===== src/rtl/mem_access_unit.sv =====
// Initiator side of the big-endian word memory port: turns one load/store request
// into memread/memwrite cycles, with sub-word extraction, RMW stores and range checks.
module mem_access_unit #(
  parameter int ADDR_W    = 6,
  parameter int MEM_BYTES = 51
) (
  input  logic              clk,
  input  logic              reset,
  input  logic              req,
  input  logic              we,
  input  logic [1:0]        size,
  input  logic              sign_ext,
  input  logic [ADDR_W-1:0] addr,
  input  logic [31:0]       wdata,
  output logic              busy,
  output logic              ack,
  output logic              err,
  output logic [31:0]       rdata,
  output logic [ADDR_W-1:0] mem_addr,
  output logic [31:0]       mem_wdata,
  output logic              mem_read,
  output logic              mem_write,
  input  logic [31:0]       mem_rdata
);

  localparam logic [2:0] S_IDLE   = 3'd0;
  localparam logic [2:0] S_READ   = 3'd1;
  localparam logic [2:0] S_WRITE  = 3'd2;
  localparam logic [2:0] S_RMW_RD = 3'd3;
  localparam logic [2:0] S_RMW_WR = 3'd4;
  localparam logic [2:0] S_DONE   = 3'd5;

  // Highest word base whose four bytes all lie inside the implemented memory.
  localparam int                LAST_BASE   = ((MEM_BYTES - 4) / 4) * 4;
  localparam logic [ADDR_W-1:0] LAST_BASE_A = ADDR_W'(LAST_BASE);

  logic [2:0]        r_state;
  logic              r_we;
  logic              r_sext;
  logic              r_err;
  logic [1:0]        r_size;
  logic [ADDR_W-1:0] r_addr;
  logic [31:0]       r_wdata;
  logic [31:0]       r_word;
  logic [31:0]       r_rdata;

  logic [ADDR_W-1:0] w_in_base;
  logic              w_req_err;
  logic [7:0]        w_byte;
  logic [15:0]       w_half;
  logic [31:0]       w_load;
  logic [31:0]       w_merged;

  assign w_in_base = {addr[ADDR_W-1:2], 2'b00};

  always_comb begin
    w_req_err = 1'b0;
    case (size)
      2'b11:   w_req_err = 1'b1;
      2'b01:   w_req_err = addr[0];
      2'b10:   w_req_err = (addr[1:0] != 2'b00);
      default: w_req_err = 1'b0;
    endcase
    if (w_in_base > LAST_BASE_A) w_req_err = 1'b1;
  end

  always_comb begin
    w_byte = 8'h00;
    case (r_addr[1:0])
      2'b00:   w_byte = mem_rdata[31:24];
      2'b01:   w_byte = mem_rdata[23:16];
      2'b10:   w_byte = mem_rdata[15:8];
      default: w_byte = mem_rdata[7:0];
    endcase
    w_half = r_addr[1] ? mem_rdata[15:0] : mem_rdata[31:16];
    case (r_size)
      2'b00:   w_load = {{24{r_sext & w_byte[7]}}, w_byte};
      2'b01:   w_load = {{16{r_sext & w_half[15]}}, w_half};
      default: w_load = mem_rdata;
    endcase
  end

  always_comb begin
    w_merged = r_word;
    if (r_size == 2'b00) begin
      case (r_addr[1:0])
        2'b00:   w_merged[31:24] = r_wdata[7:0];
        2'b01:   w_merged[23:16] = r_wdata[7:0];
        2'b10:   w_merged[15:8]  = r_wdata[7:0];
        default: w_merged[7:0]   = r_wdata[7:0];
      endcase
    end else if (r_addr[1]) begin
      w_merged[15:0] = r_wdata[15:0];
    end else begin
      w_merged[31:16] = r_wdata[15:0];
    end
  end

  assign busy      = (r_state != S_IDLE);
  assign ack       = (r_state == S_DONE);
  assign err       = ack & r_err;
  assign rdata     = r_rdata;
  assign mem_read  = (r_state == S_READ) | (r_state == S_RMW_RD);
  assign mem_write = (r_state == S_WRITE) | (r_state == S_RMW_WR);
  assign mem_addr  = {r_addr[ADDR_W-1:2], 2'b00};
  assign mem_wdata = (r_state == S_WRITE)  ? r_wdata  :
                     (r_state == S_RMW_WR) ? w_merged : '0;

  always_ff @(posedge clk) begin
    if (reset) begin
      r_state <= S_IDLE;
      r_we    <= 1'b0;
      r_sext  <= 1'b0;
      r_err   <= 1'b0;
      r_size  <= '0;
      r_addr  <= '0;
      r_wdata <= '0;
      r_word  <= '0;
      r_rdata <= '0;
    end else begin
      case (r_state)
        S_IDLE: begin
          if (req) begin
            r_we    <= we;
            r_size  <= size;
            r_sext  <= sign_ext;
            r_addr  <= addr;
            r_wdata <= wdata;
            r_err   <= w_req_err;
            if (w_req_err)          r_state <= S_DONE;
            else if (!we)           r_state <= S_READ;
            else if (size == 2'b10) r_state <= S_WRITE;
            else                    r_state <= S_RMW_RD;
          end
        end
        S_READ: begin
          // Result is formatted here so rdata is already valid while ack is high.
          r_rdata <= w_load;
          r_state <= S_DONE;
        end
        S_WRITE:  r_state <= S_DONE;
        S_RMW_RD: begin
          r_word  <= mem_rdata;
          r_state <= S_RMW_WR;
        end
        S_RMW_WR: r_state <= S_DONE;
        S_DONE:   r_state <= S_IDLE;
        default:  r_state <= S_IDLE;
      endcase
    end
  end

endmodule

===== config.mk =====
export PLATFORM = sky130hd
export DESIGN_NAME = mem_access_unit
export DESIGN_NICKNAME = d
export VERILOG_FILES = /design/src/rtl/mem_access_unit.sv
export SDC_FILE = /design/constraint.sdc
export NUM_CORES = 1
export LEC_CHECK = 0
export CELL_PAD_IN_SITES_DETAIL_PLACEMENT = 0
export CELL_PAD_IN_SITES_GLOBAL_PLACEMENT = 1
export CORE_UTILIZATION = 37
export CTS_CLUSTER_DIAMETER = 40
export DETAILED_ROUTE_END_ITERATION = 10
export PLACE_DENSITY_LB_ADDON = 0.1
export SETUP_SLACK_MARGIN = 0.05
export SLEW_MARGIN = 10
export SYNTH_ARGS = -nofsm -noshare
export SYNTH_HDL_FRONTEND = slang
export SYNTH_SLANG_ARGS = --single-unit

===== constraint.sdc =====
create_clock -name clk -period 4.5 [get_ports clk]
set_input_delay 1.125 -clock clk [delete_from_list [all_inputs] [get_ports clk]]
set_output_delay 1.125 -clock clk [all_outputs]
set_load 0.005 [all_outputs]

==> flow_metrics.tcl, run 1 <==
set metrics [dict create \
    synth_common_cells "nand2_1, dfxtp_1, a21oi_1" \
    hold_violations 0 \
    fmax_ghz 0.271 \
    syn-cell-area_um2 5180 \
    grt_max_degree 82 \
    ff2ff_setup_slack_ns 1.67 \
    status "complete, no violations" \
    setup_violations 0 \
    worstMarginPinSlew_ns 1.11 \
    crit_fanout 16 \
    first_global_vias 5052 \
    worstPathArrival_ns 2.56 \
    die_x_um 120 \
    io_buffers 149 \
    worst-r2r-cell-count 5 \
    core-area_um2 13500 \
    hold_buffers 0 \
    hold_depth 2 \
    setup_ws_ns 0.812 \
    nNetsFinal 862 \
    rows 42 \
    worst_setup_path_end_kind "output pin" \
    path_clk_slew_ns 0.07 \
    met1_usage 0.308 \
    dieArea_um2 14500 \
    slowest_delay_ns 0.64 \
    critical_path_depth 5 \
    synth_area_leader_cell "dfxtp_1" \
    ant_nets 0 \
    min_path_type "register to register" \
    clkLatencyLatePin_ns 0.36 \
    ys_ff_latch 109 \
    slew_headroom 0.258 \
    yosysSeqAreaShare 0.421 \
    yosysMostFrequentCell "nand2_1" \
    wl_per_cell_um 18.0 \
    cts_tree "done" \
    yosysWarnings 0 \
    grt_remaining_overflow 0 \
    dr.pass1.iters 5 \
    syn2layout_area_growth_pct 33.8 \
    routed_wl_um 17400 \
    avgSynthCellArea_um2 7.65 \
    io_pins 152 \
    routed_via_density 5.38 \
    path_cells "inv_1, o21ai_2, nand2b_1, a32o_1, clkdlybuf4s50_1" \
    drc 0 \
    critical_path_class "register to output pin" \
    drive_gt1_frac 0.0494 \
    post_cts_buffers 0 \
    synthCells 677 \
    cp.required_ns 3.38 \
    ys.flop_type "dfxtp_1" \
    synth-edff-count 0 \
    cts_made_buffers 9 \
    cap_violations 0 \
    start_kind "register" \
    grt.met3_usage 0.0500 \
    critPathSlowestCell "dfxtp_1" \
    dp_hpwl_um 12700 \
    cts_htree_levels 3 \
    clkSinkCount 109 \
    cts-root-buf "clkbuf_16" \
    post_cts_resized 0 \
    p_per_area_nw_per_um2 350 \
    met2_usage 0.409 \
    n_fill_cell 1346 \
    p_leak_uw 0.00238 \
    antenna_found_initial 0 \
    die-height_um 120 \
    rsz0062_at_grt "false" \
    cts.path.max_buffers 2 \
    critPathTopFamily "compound AO/OA/AOI/OAI gates" \
    synthArstFlopShare 0 \
    gp_congestion 0.856 \
    first_iter_violations 417 \
    initial_utilization 0.385 \
    fin_crit_sh 0.820 \
    skew_ns 0.00547 \
    period_minus_slack_ns 3.69 \
    synth_top_cell_area_share 0.421 \
    grt_usage 0.243 \
    vias 5194 \
    critical_path_buf_inv_count 2 \
    yosys.cell_types.count 48 \
    grt_pass1_wl_um 26900 \
    synth_area_leaders "dfxtp_1, nand2_1, a21oi_1, o21ai_0, a22o_1" \
    tns_ns 0 \
    grt-busiest-layer "met2" \
    antenna_cells 0 \
    final_max_slew_viol_count 0 \
    vdd_ir_drop_max_uv 180 \
    pre_cts_ws_ns 1.24 \
]
==> worst min-delay path: stages (launching register included) <==
cell,delay (ns)
dfxtp_1,0.31
nand2_1,0.05
a21oi_1,0.05
==> per-stage QoR <==
step | hold slack (ns) | instances | cell area (um^2) | total power, uW | util
after floorplan | 0.431 | 678 | 5180 | 1380 | -
after global placement | 0.444 | 950 | 6640 | 1630 | 0.493
after detailed placement | 0.446 | 950 | 6640 | 1630 | 0.493
after CTS | 0.455 | 966 | 6930 | 2440 | 0.515
after global routing | 0.471 | 966 | 6930 | 2530 | 0.515
final | 0.453 | 966 | 6930 | 2430 | 0.515
==> layout make-up <==
cell class / count / area (um^2) / area share
inverters: 8 / 30.0 / 0.00433
multi-input cells: 501 / 2660 / 0.384
flip-flops and latches: 109 / 2180 / 0.315
well taps: 176 / 220 / 0.0318
clock inverters: 4 / 47.5 / 0.00686
repair buffers: 156 / 1540 / 0.222
clock buffers: 12 / 246 / 0.0356
==> kinds of logic (layout without fill, tap and decap cells) <==
logic type | Yosys count | after routing | share of synthesized area
flip-flops | 109 | 109 | 0.421
AND/OR/NAND/NOR | 237 | 237 | 0.187
buffers and inverters | 68 | 180 | 0.0648
multiplexers | 18 | 18 | 0.0360
AO/OA/AOI/OAI | 244 | 244 | 0.290
other | 1 | 2 | 0.000724
==> registers in the layout, summed over array words and instances, names as in the netlist <==
name     count
r_word      32
r_state      3
r_addr       6
r_err        1
r_size       2
r_sext       1
rdata       32
r_wdata     32
==> routing by layer <==
metal,up-vias,part of all wire,wire [um]
met1,2428,0.44,7630
met4,0,0.023,406
met5,-,0,0
met2,173,0.49,8500
li1,2561,-,-
met3,32,0.051,888
==> final timing paths <==
check / end / from
hold / removal: r_sext$_SDFFE_PP0P_ / r_sext$_SDFFE_PP0P_
hold reg to reg: r_sext$_SDFFE_PP0P_ / r_sext$_SDFFE_PP0P_
setup / recovery: mem_wdata[11] / r_addr[0]$_SDFFE_PP0P_
setup reg to reg: rdata[31]$_SDFFE_PP0N_ / r_addr[1]$_SDFFE_PP0P_
==> layout by cell type, fill, tap and decap left out, types with 10 or more instances in the layout <==
cell and count:
a21oi_1 101, a22o_1 15, clkdlybuf4s50_1 148, dfxtp_1 109, mux2i_1 13, nand2_1 193, nand2b_1 10, nor2_1 17
o21ai_0 57, o22ai_1 16
==> report_power, final <==
part	switching, uW	internal [uW]
registers	56.5	1030
logic	276	251
clock network	364	446
(Power assumes the default switching activity.)
==> run 2: changes to the inputs <==
- CORE_UTILIZATION: 37 -> 31
- clock period: 4.5 -> 3.2 ns (I/O delays scaled with it)
==> flow_metrics.tcl, run 2 (same netlist as run 1, synthesis figures left out) <==
set metrics [dict create \
    cap_violations 0 \
    slowest_delay_ns 0.54 \
    hold_violations 0 \
    hp-start "rdata[6]$_SDFFE_PP0N_" \
    multi_input_area_um2 2690 \
    grt_max_degree 82 \
    cts-root-buf "clkbuf_16" \
    final_common_cell "nand2_1" \
    critPathTopFamily "buffers and inverters" \
    dr.pass1.iters 4 \
    rows 46 \
    vdd_ir_drop_max_uv 301 \
    hold_depth 2 \
    drc 0 \
    path_cells "buf_6, o21ai_0, o21ai_0, o22ai_1, o21ai_0, clkdlybuf4s50_1" \
    clkSinkCount 109 \
    wl_per_cell_um 18.6 \
    io_pins 152 \
    critical_path_class "register to output pin" \
    slew_headroom 0.233 \
    worst_setup_path_end_kind "output pin" \
    whs_endpoint "rdata[6]$_SDFFE_PP0N_" \
    final_cell_mix "nand2_1, clkdlybuf4s50_1, dfxtp_1" \
    worstPathArrival_ns 2.27 \
    fmax_ghz 0.326 \
    post_cts_buffers 0 \
    cts_htree_levels 3 \
    drive_gt1_frac 0.0627 \
    die_x_um 131 \
    gp_congestion 0.830 \
    setup_violations 0 \
    status "complete, no violations" \
    tns_ns 0 \
    nNetsFinal 869 \
    min_path_type "register to register" \
    period_minus_slack_ns 3.07 \
    routed_wl_um 18800 \
    skew_ns 0.00567 \
    first_global_vias 5082 \
    dieArea_um2 17200 \
    fin_util 0.441 \
    fin_crit_sh 0.959 \
    critical_path_buf_inv_count 2 \
    critPathSlowestCell "clkdlybuf4s50_1" \
    vias 5270 \
    path_clk_slew_ns 0.07 \
    r2r_start "r_addr[1]$_SDFFE_PP0P_" \
    worstMarginPinSlew_ns 1.15 \
    cts.path.max_buffers 2 \
    start_kind "register" \
    cts_tree "done" \
    worst-r2r-cell-count 5 \
    regArea_um2 2180 \
    grt_usage 0.219 \
    p_leak_uw 0.00244 \
    cp.required_ns 2.40 \
    n_fill_cell 1635 \
    first_iter_violations 375 \
    ff2ff_setup_slack_ns 1.01 \
    io_buffers 149 \
    initial_utilization 0.321 \
    crit_fanout 33 \
    die-height_um 131 \
    rsz0062_at_grt "true" \
    grt_pass1_wl_um 29400 \
    core-area_um2 16100 \
    grt_remaining_overflow 0 \
    routed_via_density 5.20 \
    antenna_found_initial 0 \
    dp_hpwl_um 13600 \
    worst_r2r_endpoint "rdata[8]$_SDFFE_PP0N_" \
    syn2layout_area_growth_pct 37.2 \
    antenna_cells 0 \
    cpMostUsedCell "o21ai_0" \
    final_max_slew_viol_count 0 \
    cts_made_buffers 9 \
    clkLatencyLatePin_ns 0.36 \
    p_per_area_nw_per_um2 497 \
    ant_nets 0 \
]
==> run 2: area by class of cell <==
cell class / count / area share
sequential: 109 / 0.307
clock inverter: 5 / 0.0114
timing repair buffer: 163 / 0.226
clock buffer: 11 / 0.0342
inverter: 8 / 0.00423
multi-input combinational: 501 / 0.378
tap: 216 / 0.0380
==> run 2: how the worst max path moves through the flow <==
| stage | to | depth (start not counted) | slack (ns) | from |
|---|---|---|---|---|
| after global routing | mem_wdata[31] | 6 | 0.007 | r_size[1]$_SDFFE_PP0P_ |
| after CTS | mem_wdata[27] | 5 | 0.07 | r_size[1]$_SDFFE_PP0P_ |
| final | mem_wdata[27] | 6 | 0.13 | r_size[1]$_SDFFE_PP0P_ |
| after floorplan | mem_wdata[15] | 6 | 1.08 | r_addr[1]$_SDFFE_PP0P_ |
| after global placement | mem_wdata[13] | 5 | 0.44 | r_size[1]$_SDFFE_PP0P_ |
| after detailed placement | mem_wdata[15] | 5 | 0.38 | r_size[1]$_SDFFE_PP0P_ |
==> run 2: power by group <==
| part | internal, uW | switching (uW) | total (uW) |
|---|---|---|---|
| clock network | 710 | 520 | 1230 |
| registers | 1450 | 76.7 | 1530 |
| logic | 366 | 408 | 775 |
==> run 2: tightest hold or removal path, delay by kind of cell, from the launching register on <==
kind            cells  cell delay [ns]
flops               1             0.31
compound gates      1             0.05
simple gates        1             0.05
==> run 2: stage by stage <==
stage	hold slack, ns	setup WS [ns]	cell area (um^2)	instances	power (uW)
floorplan	0.431	1.08	5180	678	1940
global placement	0.444	0.439	6750	997	2320
detailed placement	0.448	0.377	6750	997	2320
CTS	0.456	0.0671	7090	1013	3560
global route	0.478	0.00727	7110	1013	3700
finish	0.456	0.130	7110	1013	3530
==> run 2: repair_timing <==
item / CTS / global route
endpoints found under the setup margin: 9 / 29
hold buffers: 0 / 0
hold endpoints to repair: 0 / 0
gates resized for setup: 3 / 5
==> run 2: routing by layer <==
metal	global-route usage	share of wire
met1	0.291	0.46
met2	0.346	0.46
met3	0.0498	0.053
met4	0.0771	0.022
met5	0	0
